$ cat src/rtl/router_pkg.sv
// -----------------------------------------------------------------------------
// router_pkg
// Shared constants and types for the 1x3 router output FIFOs.
//   DATA_W       payload byte width
//   DEPTH        FIFO entries (power of two)
//   ADDR_W       log2(DEPTH); FIFO pointers carry one extra wrap bit
//   HDR_LEN_*    location of the payload-length field inside a header byte
//   HDR_ADDR_W   width of the destination-address field in a header byte
//   PKT_CNT_W    width of the in-flight packet counter (length field width)
//   fifo_entry_t one stored entry: header flag plus payload byte
// -----------------------------------------------------------------------------
package router_pkg;

  localparam int DATA_W      = 8;
  localparam int DEPTH       = 16;
  localparam int ADDR_W      = 4;

  localparam int HDR_LEN_MSB = 7;
  localparam int HDR_LEN_LSB = 2;
  localparam int HDR_ADDR_W  = 2;
  localparam int PKT_CNT_W   = HDR_LEN_MSB - HDR_LEN_LSB + 1;

  typedef struct packed {
    logic              hdr;
    logic [DATA_W-1:0] data;
  } fifo_entry_t;

endpackage

$ cat src/rtl/router_fifo_if.sv
// -----------------------------------------------------------------------------
// router_fifo_if
// Bundle between router_sync / the port reader (master) and one router_fifo
// (slave).
//   soft_reset  master->fifo  synchronous flush
//   write_enb   master->fifo  write strobe
//   read_enb    master->fifo  read strobe
//   lfd_state   master->fifo  1 = data_in is a packet header byte
//   data_in     master->fifo  byte to store
//   data_out    fifo->master  registered read data
//   full        fifo->master  DEPTH entries held
//   empty       fifo->master  zero entries held
//   pkt_busy    fifo->master  packet counter non-zero
//   fifo_count  fifo->master  occupancy (only with ROUTER_FIFO_CNT_EN)
// Configuration macro: ROUTER_FIFO_CNT_EN
// -----------------------------------------------------------------------------
interface router_fifo_if;
  import router_pkg::*;

  logic              soft_reset;
  logic              write_enb;
  logic              read_enb;
  logic              lfd_state;
  logic [DATA_W-1:0] data_in;
  logic [DATA_W-1:0] data_out;
  logic              full;
  logic              empty;
  logic              pkt_busy;
`ifdef ROUTER_FIFO_CNT_EN
  logic [ADDR_W:0]   fifo_count;

  modport master (
    output soft_reset, write_enb, read_enb, lfd_state, data_in,
    input  data_out, full, empty, pkt_busy, fifo_count
  );

  modport slave (
    input  soft_reset, write_enb, read_enb, lfd_state, data_in,
    output data_out, full, empty, pkt_busy, fifo_count
  );
`else
  modport master (
    output soft_reset, write_enb, read_enb, lfd_state, data_in,
    input  data_out, full, empty, pkt_busy
  );

  modport slave (
    input  soft_reset, write_enb, read_enb, lfd_state, data_in,
    output data_out, full, empty, pkt_busy
  );
`endif

endinterface

$ cat src/rtl/router_fifo.sv
// -----------------------------------------------------------------------------
// router_fifo
// Per-port output FIFO of the 1x3 router. Stores bytes written by router_sync
// together with a header flag, drains them to the port reader with one cycle
// of read latency, and tracks the remaining length of the packet being read
// so the port can report a packet in flight.
// Ports:
//   clock   rising-edge clock
//   reset   asynchronous, active-high reset
//   bus     router_fifo_if.slave (strobes, data, flags, optional fifo_count)
// Configuration macro: ROUTER_FIFO_CNT_EN adds bus.fifo_count = wr_ptr - rd_ptr.
// -----------------------------------------------------------------------------
module router_fifo
  import router_pkg::*;
(
  input  logic          clock,
  input  logic          reset,
  router_fifo_if.slave  bus
);

  logic [ADDR_W:0]    wr_ptr;
  logic [ADDR_W:0]    rd_ptr;
  logic [PKT_CNT_W-1:0] pkt_cnt;
  logic [DATA_W-1:0]  data_out_p1;

  fifo_entry_t        mem [DEPTH];
  fifo_entry_t        rd_entry;

  logic               empty_w;
  logic               full_w;
  logic               wr_ok;
  logic               rd_ok;

  // Flags come from the registered pointers only; the extra MSB tells a
  // full ring apart from an empty one when the low bits match.
  assign empty_w = (wr_ptr == rd_ptr);
  assign full_w  = (wr_ptr[ADDR_W] != rd_ptr[ADDR_W]) &&
                   (wr_ptr[ADDR_W-1:0] == rd_ptr[ADDR_W-1:0]);

  // Each strobe is qualified on the pre-edge flags; a flush overrides both.
  assign wr_ok = bus.write_enb && !full_w  && !bus.soft_reset;
  assign rd_ok = bus.read_enb  && !empty_w && !bus.soft_reset;

  assign rd_entry = mem[rd_ptr[ADDR_W-1:0]];

  // Storage has no reset: a flush only rewinds the pointers.
  always_ff @(posedge clock) begin
    if (wr_ok) begin
      mem[wr_ptr[ADDR_W-1:0]] <= '{hdr: bus.lfd_state, data: bus.data_in};
    end
  end

  // Stage p1: pointers, registered read data and packet counter
  always_ff @(posedge clock or posedge reset) begin
    if (reset) begin
      wr_ptr      <= '0;
      rd_ptr      <= '0;
      pkt_cnt     <= '0;
      data_out_p1 <= '0;
    end else if (bus.soft_reset) begin
      wr_ptr      <= '0;
      rd_ptr      <= '0;
      pkt_cnt     <= '0;
      data_out_p1 <= '0;
    end else begin
      if (wr_ok) begin
        wr_ptr <= wr_ptr + 1'b1;
      end
      if (rd_ok) begin
        rd_ptr      <= rd_ptr + 1'b1;
        data_out_p1 <= rd_entry.data;
        // A header reloads the counter with payload length plus the parity
        // byte; every following byte counts it down to zero.
        if (rd_entry.hdr) begin
          pkt_cnt <= rd_entry.data[HDR_LEN_MSB:HDR_LEN_LSB] + 1'b1;
        end else if (pkt_cnt != '0) begin
          pkt_cnt <= pkt_cnt - 1'b1;
        end
      end
    end
  end

  assign bus.data_out = data_out_p1;
  assign bus.full     = full_w;
  assign bus.empty    = empty_w;
  assign bus.pkt_busy = (pkt_cnt != '0);

`ifdef ROUTER_FIFO_CNT_EN
  assign bus.fifo_count = wr_ptr - rd_ptr;
`endif

endmodule

$ cat src/flat_wrapper.sv
// flat-port wrapper written by rule: the top's interface ports become plain ports
module router_fifo_flat import router_pkg::*;
  (clock, reset, bus_soft_reset, bus_write_enb, bus_read_enb, bus_lfd_state, bus_data_in, bus_data_out, bus_full, bus_empty, bus_pkt_busy);
  router_fifo_if bus_i ();
  input  logic clock;
  input  logic reset;
  input wire logic [$bits(bus_i.soft_reset)-1:0] bus_soft_reset;
  input wire logic [$bits(bus_i.write_enb)-1:0] bus_write_enb;
  input wire logic [$bits(bus_i.read_enb)-1:0] bus_read_enb;
  input wire logic [$bits(bus_i.lfd_state)-1:0] bus_lfd_state;
  input wire logic [$bits(bus_i.data_in)-1:0] bus_data_in;
  output wire logic [$bits(bus_i.data_out)-1:0] bus_data_out;
  output wire logic [$bits(bus_i.full)-1:0] bus_full;
  output wire logic [$bits(bus_i.empty)-1:0] bus_empty;
  output wire logic [$bits(bus_i.pkt_busy)-1:0] bus_pkt_busy;
  assign bus_i.soft_reset = bus_soft_reset;
  assign bus_i.write_enb = bus_write_enb;
  assign bus_i.read_enb = bus_read_enb;
  assign bus_i.lfd_state = bus_lfd_state;
  assign bus_i.data_in = bus_data_in;
  assign bus_data_out = bus_i.data_out;
  assign bus_full = bus_i.full;
  assign bus_empty = bus_i.empty;
  assign bus_pkt_busy = bus_i.pkt_busy;
  router_fifo u_core (.clock(clock), .reset(reset), .bus(bus_i));
endmodule
$ cat config.mk
export PLATFORM = sky130hd
export DESIGN_NAME = router_fifo_flat
export DESIGN_NICKNAME = d
export VERILOG_FILES = /design/src/rtl/router_pkg.sv /design/src/rtl/router_fifo_if.sv /design/src/rtl/router_fifo.sv /design/src/flat_wrapper.sv
export SDC_FILE = /design/constraint.sdc
export NUM_CORES = 1
export LEC_CHECK = 0
export CAP_MARGIN = 15
export CELL_PAD_IN_SITES_DETAIL_PLACEMENT = 2
export CELL_PAD_IN_SITES_GLOBAL_PLACEMENT = 2
export CORE_UTILIZATION = 46
export DETAILED_ROUTE_END_ITERATION = 16
export PLACE_DENSITY = 0.78
export SYNTH_ARGS = -nofsm -noshare
export SYNTH_HDL_FRONTEND = slang
export SYNTH_SLANG_ARGS = --single-unit
export TNS_END_PERCENT = 5
$ cat constraint.sdc
create_clock -name clock -period 3.6 [get_ports clock]
set_clock_uncertainty 0.1 [all_clocks]
set_input_delay 0.36 -clock clock [delete_from_list [all_inputs] [get_ports clock]]
set_output_delay 0.36 -clock clock [all_outputs]
set_load 0.005 [all_outputs]
==> key figures <==
Flow run
  • Maximum Capacitance Violations: 0

Timing
  • Max-slew headroom: between 20 and 30%
  • Final number of max-transition violations: 0
  • Maximum achievable frequency: 322 MHz
  • Final Setup Violations: 0
  • Shortest clock period the worst path allows after layout: roughly 3.1 ns
  • Share of the cycle needed by the critical path after routing: 86.2%
  • Setup TNS: 0 ns
  • PnR worst setup slack: 0.498 ns
  • Unrepaired setup endpoints after global routing: no
  • Transition time at the pin with the least slew margin: roughly 1.1 ns
  • Final hold vios: 0

Synth
  • Share of synthesized registers carrying an async set or reset: between 10% and 20%
  • Post-synthesis instance area: 0.00706 sq mm
  • Unique masters post-synth: 44
  • Most used standard cell by instance count after synthesis: sky130_fd_sc_hd__edfxtp_1
  • Most area-hungry cell type in the Yosys netlist: sky130_fd_sc_hd__edfxtp_1
  • Proportion of synthesized chip area in sequential cells: a little over two thirds
  • Fraction of post-synthesis cell area in the top cell type by area: about three fifths
  • Commonest cells in the synthesized netlist: sky130_fd_sc_hd__edfxtp_1, sky130_fd_sc_hd__mux4_2, sky130_fd_sc_hd__nand2_1
  • Warnings, synthesis: 0
  • Synthesized area divided by synthesized cell count: roughly 17 sq um
  • Number of enable flip-flop cells after synthesis: around 140
  • Leading cell types by total area after synthesis: sky130_fd_sc_hd__edfxtp_1, sky130_fd_sc_hd__mux4_2, sky130_fd_sc_hd__dfrtp_1, sky130_fd_sc_hd__mux4_1, sky130_fd_sc_hd__nand2_1
  • Number of nets produced by synthesis: 430
  • Syn Inst Count: 408
  • Yosys reg bits: around 170
  • Prevailing post-synth register cell: sky130_fd_sc_hd__edfxtp_1

Placement
  • DP Wirelength: 12700 um
  • Cell area after placement: ~0.0075 sq mm
  • Routability-driven placement congestion ratio: about 0.79
  • Count of buffers inserted at the top-level ports: 24
  • Post-Place Setup Slack: roughly 0.57 ns

Clock network
  • Clk pin slew, worst setup/hold paths: roughly 0.07 ns
  • Post-cts hold buffer count: 0
  • Number of buffers inserted during clock tree synthesis: 17
  • CTS-repair resized insts: 0
  • Number of levels the H-tree was split into: 4
  • Post-CTS setup buffers: 0
  • Buffer type at the clock tree root: sky130_fd_sc_hd__clkbuf_16
  • CTS tree: done
  • Clock latency on the worst-skew pair: roughly 0.44 ns
  • TritonCTS Sinks: about 170
  • Worst-case clock buffer depth: 2

Power
  • Power consumption: around 0.0048 W
  • LEAKAGE: approximately 2.7 nW
  • Power Dens Cells: slightly below 600 mW/mm^2
  • Maximum VDD drop: 0.381 mV

Floorplan
  • Placeable core area: 0.0148 sq mm
  • Initial cell density of the core: between 40% and 50%
  • Die area: about 0.016 sq mm
  • Die outline width: roughly 130 um
  • Die extent in y: 126 um
  • Top-level I/O count: 25
  • Placement row count: between 40 and 50

Cells and area
  • Final Instance Area: about 0.008 sq mm
  • Utilization of the core after routing: between 50% and 60%
  • Count of antenna diodes in the layout: 0
  • Final net count: ~470
  • Total of fill cells in the finished design: 1293
  • Sequential cell area: just under 0.005 sq mm
  • Layout cell share with drive strength beyond 1: between 10% and 20%
  • Combined area of the multi-input logic cells: between 0.0015 and 0.002 sq mm
  • Area Overhead vs Synth: 14.8%

Global route
  • Via count of the first global-routing pass: ~4400
  • Wire length of the first global-routing pass: 29100 um
  • Overall track demand over capacity in global routing: 26.6%
  • Remaining global-route overflow: 0
  • Number of antenna violations at the first check in global routing: 0
  • Maximum number of pins on one net before global-route repair: 25

Setup path
  • Type of origin of the critical path: flop
  • Largest fanout on the critical path: 18
  • CP endpoint kind: flop
  • Most frequent cell on the critical path: sky130_fd_sc_hd__mux2i_1
  • CP required: approximately 3.8 ns
  • Series of cell instances along the critical path: buf_4 -> mux4_2 -> mux2i_1 -> mux2i_1 -> nand3_1 -> o31a_1 -> a221oi_1
  • CP max stage delay: approximately 0.67 ns
  • Start-to-end type of the worst setup path: reg2reg
  • Critical Path AT: between 3 and 4 ns
  • Critical-path top delay cell: sky130_fd_sc_hd__dfrtp_2

Detailed routing
  • Wire length after detailed routing: 19000 um
  • Number of iterations in the first detailed-routing pass: 4
  • Via count: between 3000 and 4000
  • Post-route antenna net violation count: 0
  • Post-detailed-route DRC marker count: 0
  • Number of DRC markers in iteration 0: 317
  • Avg Vias per Cell: between 5 and 6
  • Final routed wire length divided by cell count: 29.6 um

Run status
  • Result of the run: finished, final reports clean

Worst hold path
  • Path type of the worst min-delay path: in2async
## metrics by stage
step / hold slack (ns) / cells
2_1_floorplan: 0.275 / 408
3_3_place_gp: 0.414 / 611
3_5_place_dp: 0.427 / 611
4_1_cts: 0.386 / 643
5_1_grt: 0.436 / 643
6_report: 0.361 / 643
## state kept, by name (all words and copies together), names as in the netlist
signal               count
u_core.mem             144
u_core.rd_ptr            5
u_core.pkt_cnt           6
u_core.bus.data_out      8
u_core.wr_ptr            5
## cells in the final DEF (no fill, tap or decap), types with 3 or more instances in the layout
| cell type | netlist | routed |
|---|---|---|
| sky130_fd_sc_hd__nor2b_1 | 6 | 6 |
| sky130_fd_sc_hd__dfrtp_1 | 24 | 22 |
| sky130_fd_sc_hd__xnor2_1 | 9 | 9 |
| sky130_fd_sc_hd__mux2i_1 | 3 | 3 |
| sky130_fd_sc_hd__clkbuf_16 | 0 | 17 |
| sky130_fd_sc_hd__clkinv_2 | 0 | 3 |
| sky130_fd_sc_hd__a22oi_1 | 5 | 5 |
| sky130_fd_sc_hd__o21ai_0 | 4 | 4 |
| sky130_fd_sc_hd__nor2_1 | 25 | 25 |
| sky130_fd_sc_hd__edfxtp_1 | 144 | 144 |
| sky130_fd_sc_hd__mux4_2 | 32 | 32 |
| sky130_fd_sc_hd__buf_4 | 2 | 15 |
| sky130_fd_sc_hd__o22ai_1 | 3 | 3 |
| sky130_fd_sc_hd__nand4_1 | 5 | 5 |
| sky130_fd_sc_hd__and2_1 | 10 | 10 |
| sky130_fd_sc_hd__a21oi_1 | 13 | 13 |
| sky130_fd_sc_hd__mux4_1 | 8 | 8 |
| sky130_fd_sc_hd__nand2_1 | 30 | 30 |
| sky130_fd_sc_hd__ha_1 | 8 | 8 |
| sky130_fd_sc_hd__inv_6 | 0 | 3 |
| sky130_fd_sc_hd__nand3_1 | 13 | 13 |
| sky130_fd_sc_hd__clkdlybuf4s50_1 | 0 | 24 |
| sky130_fd_sc_hd__inv_1 | 12 | 12 |
| sky130_fd_sc_hd__xor2_1 | 9 | 9 |
| sky130_fd_sc_hd__inv_8 | 0 | 3 |
## final timing paths
kind,from,end,slack (ns),cells after the start
worst max-delay path,u_core.rd_ptr[1]$_DFFE_PP0P_,u_core.pkt_cnt[5]$_DFFE_PP0P_,0.50,7
worst min-delay path,reset,u_core.pkt_cnt[3]$_DFFE_PP0P_,0.36,2
worst max register to register,u_core.rd_ptr[1]$_DFFE_PP0P_,u_core.pkt_cnt[5]$_DFFE_PP0P_,0.50,7
worst min register to register,u_core.bus.data_out[4]$_DFFE_PP0P_,u_core.bus.data_out[4]$_DFFE_PP0P_,0.43,2
max in group asynchronous,reset,u_core.rd_ptr[1]$_DFFE_PP0P_,2.37,2
min in group clock,u_core.bus.data_out[4]$_DFFE_PP0P_,u_core.bus.data_out[4]$_DFFE_PP0P_,0.43,2
## metal layers
| metal | global-route usage [%] | up-vias | part of all wire, % |
|---|---|---|---|
| li1 | - | 1678 | - |
| met1 | 33.9 | 2053 | 42 |
| met2 | 44.9 | 92 | 52 |
| met3 | 5.27 | 28 | 3.1 |
| met4 | 11.1 | 0 | 3.0 |
| met5 | 0 | - | 0 |
## cells by family after synthesis
group | synth area share [%]
XOR/XNOR | 2.23
AO/OA/AOI/OAI | 3.62
buffers and inverters | 2.13
AND/OR/NAND/NOR | 7.02
adder cells (fa/ha/maj) | 1.42
flip-flops | 69.8
multiplexers | 13.8
## area by class of cell
cell class	count	area share, %
Clock buffer	17	5.25
Clock inverter	15	1.74
Inverter	12	0.556
Multi-Input combinational cell	208	24.4
Sequential cell	168	60.8
Tap cell	184	2.84
Timing Repair Buffer	39	4.35
## power by group
| part | switching (W) | internal, W |
|---|---|---|
| logic | 0.000455 | 0.000351 |
| clock network | 0.000810 | 0.000967 |
| registers | 0.0000509 | 0.00216 |
| total | 0.00132 | 0.00348 |
## critical path: cells and delay by family, from the launching register on
family	cells	cell delay (ns)
AND/OR/NAND/NOR	1	0.28
buffers and inverters	1	0.40
flip-flops	1	0.67
multiplexers	3	0.88
AO/OA/AOI/OAI	2	0.65
Power figures use the tool's default switching activity.
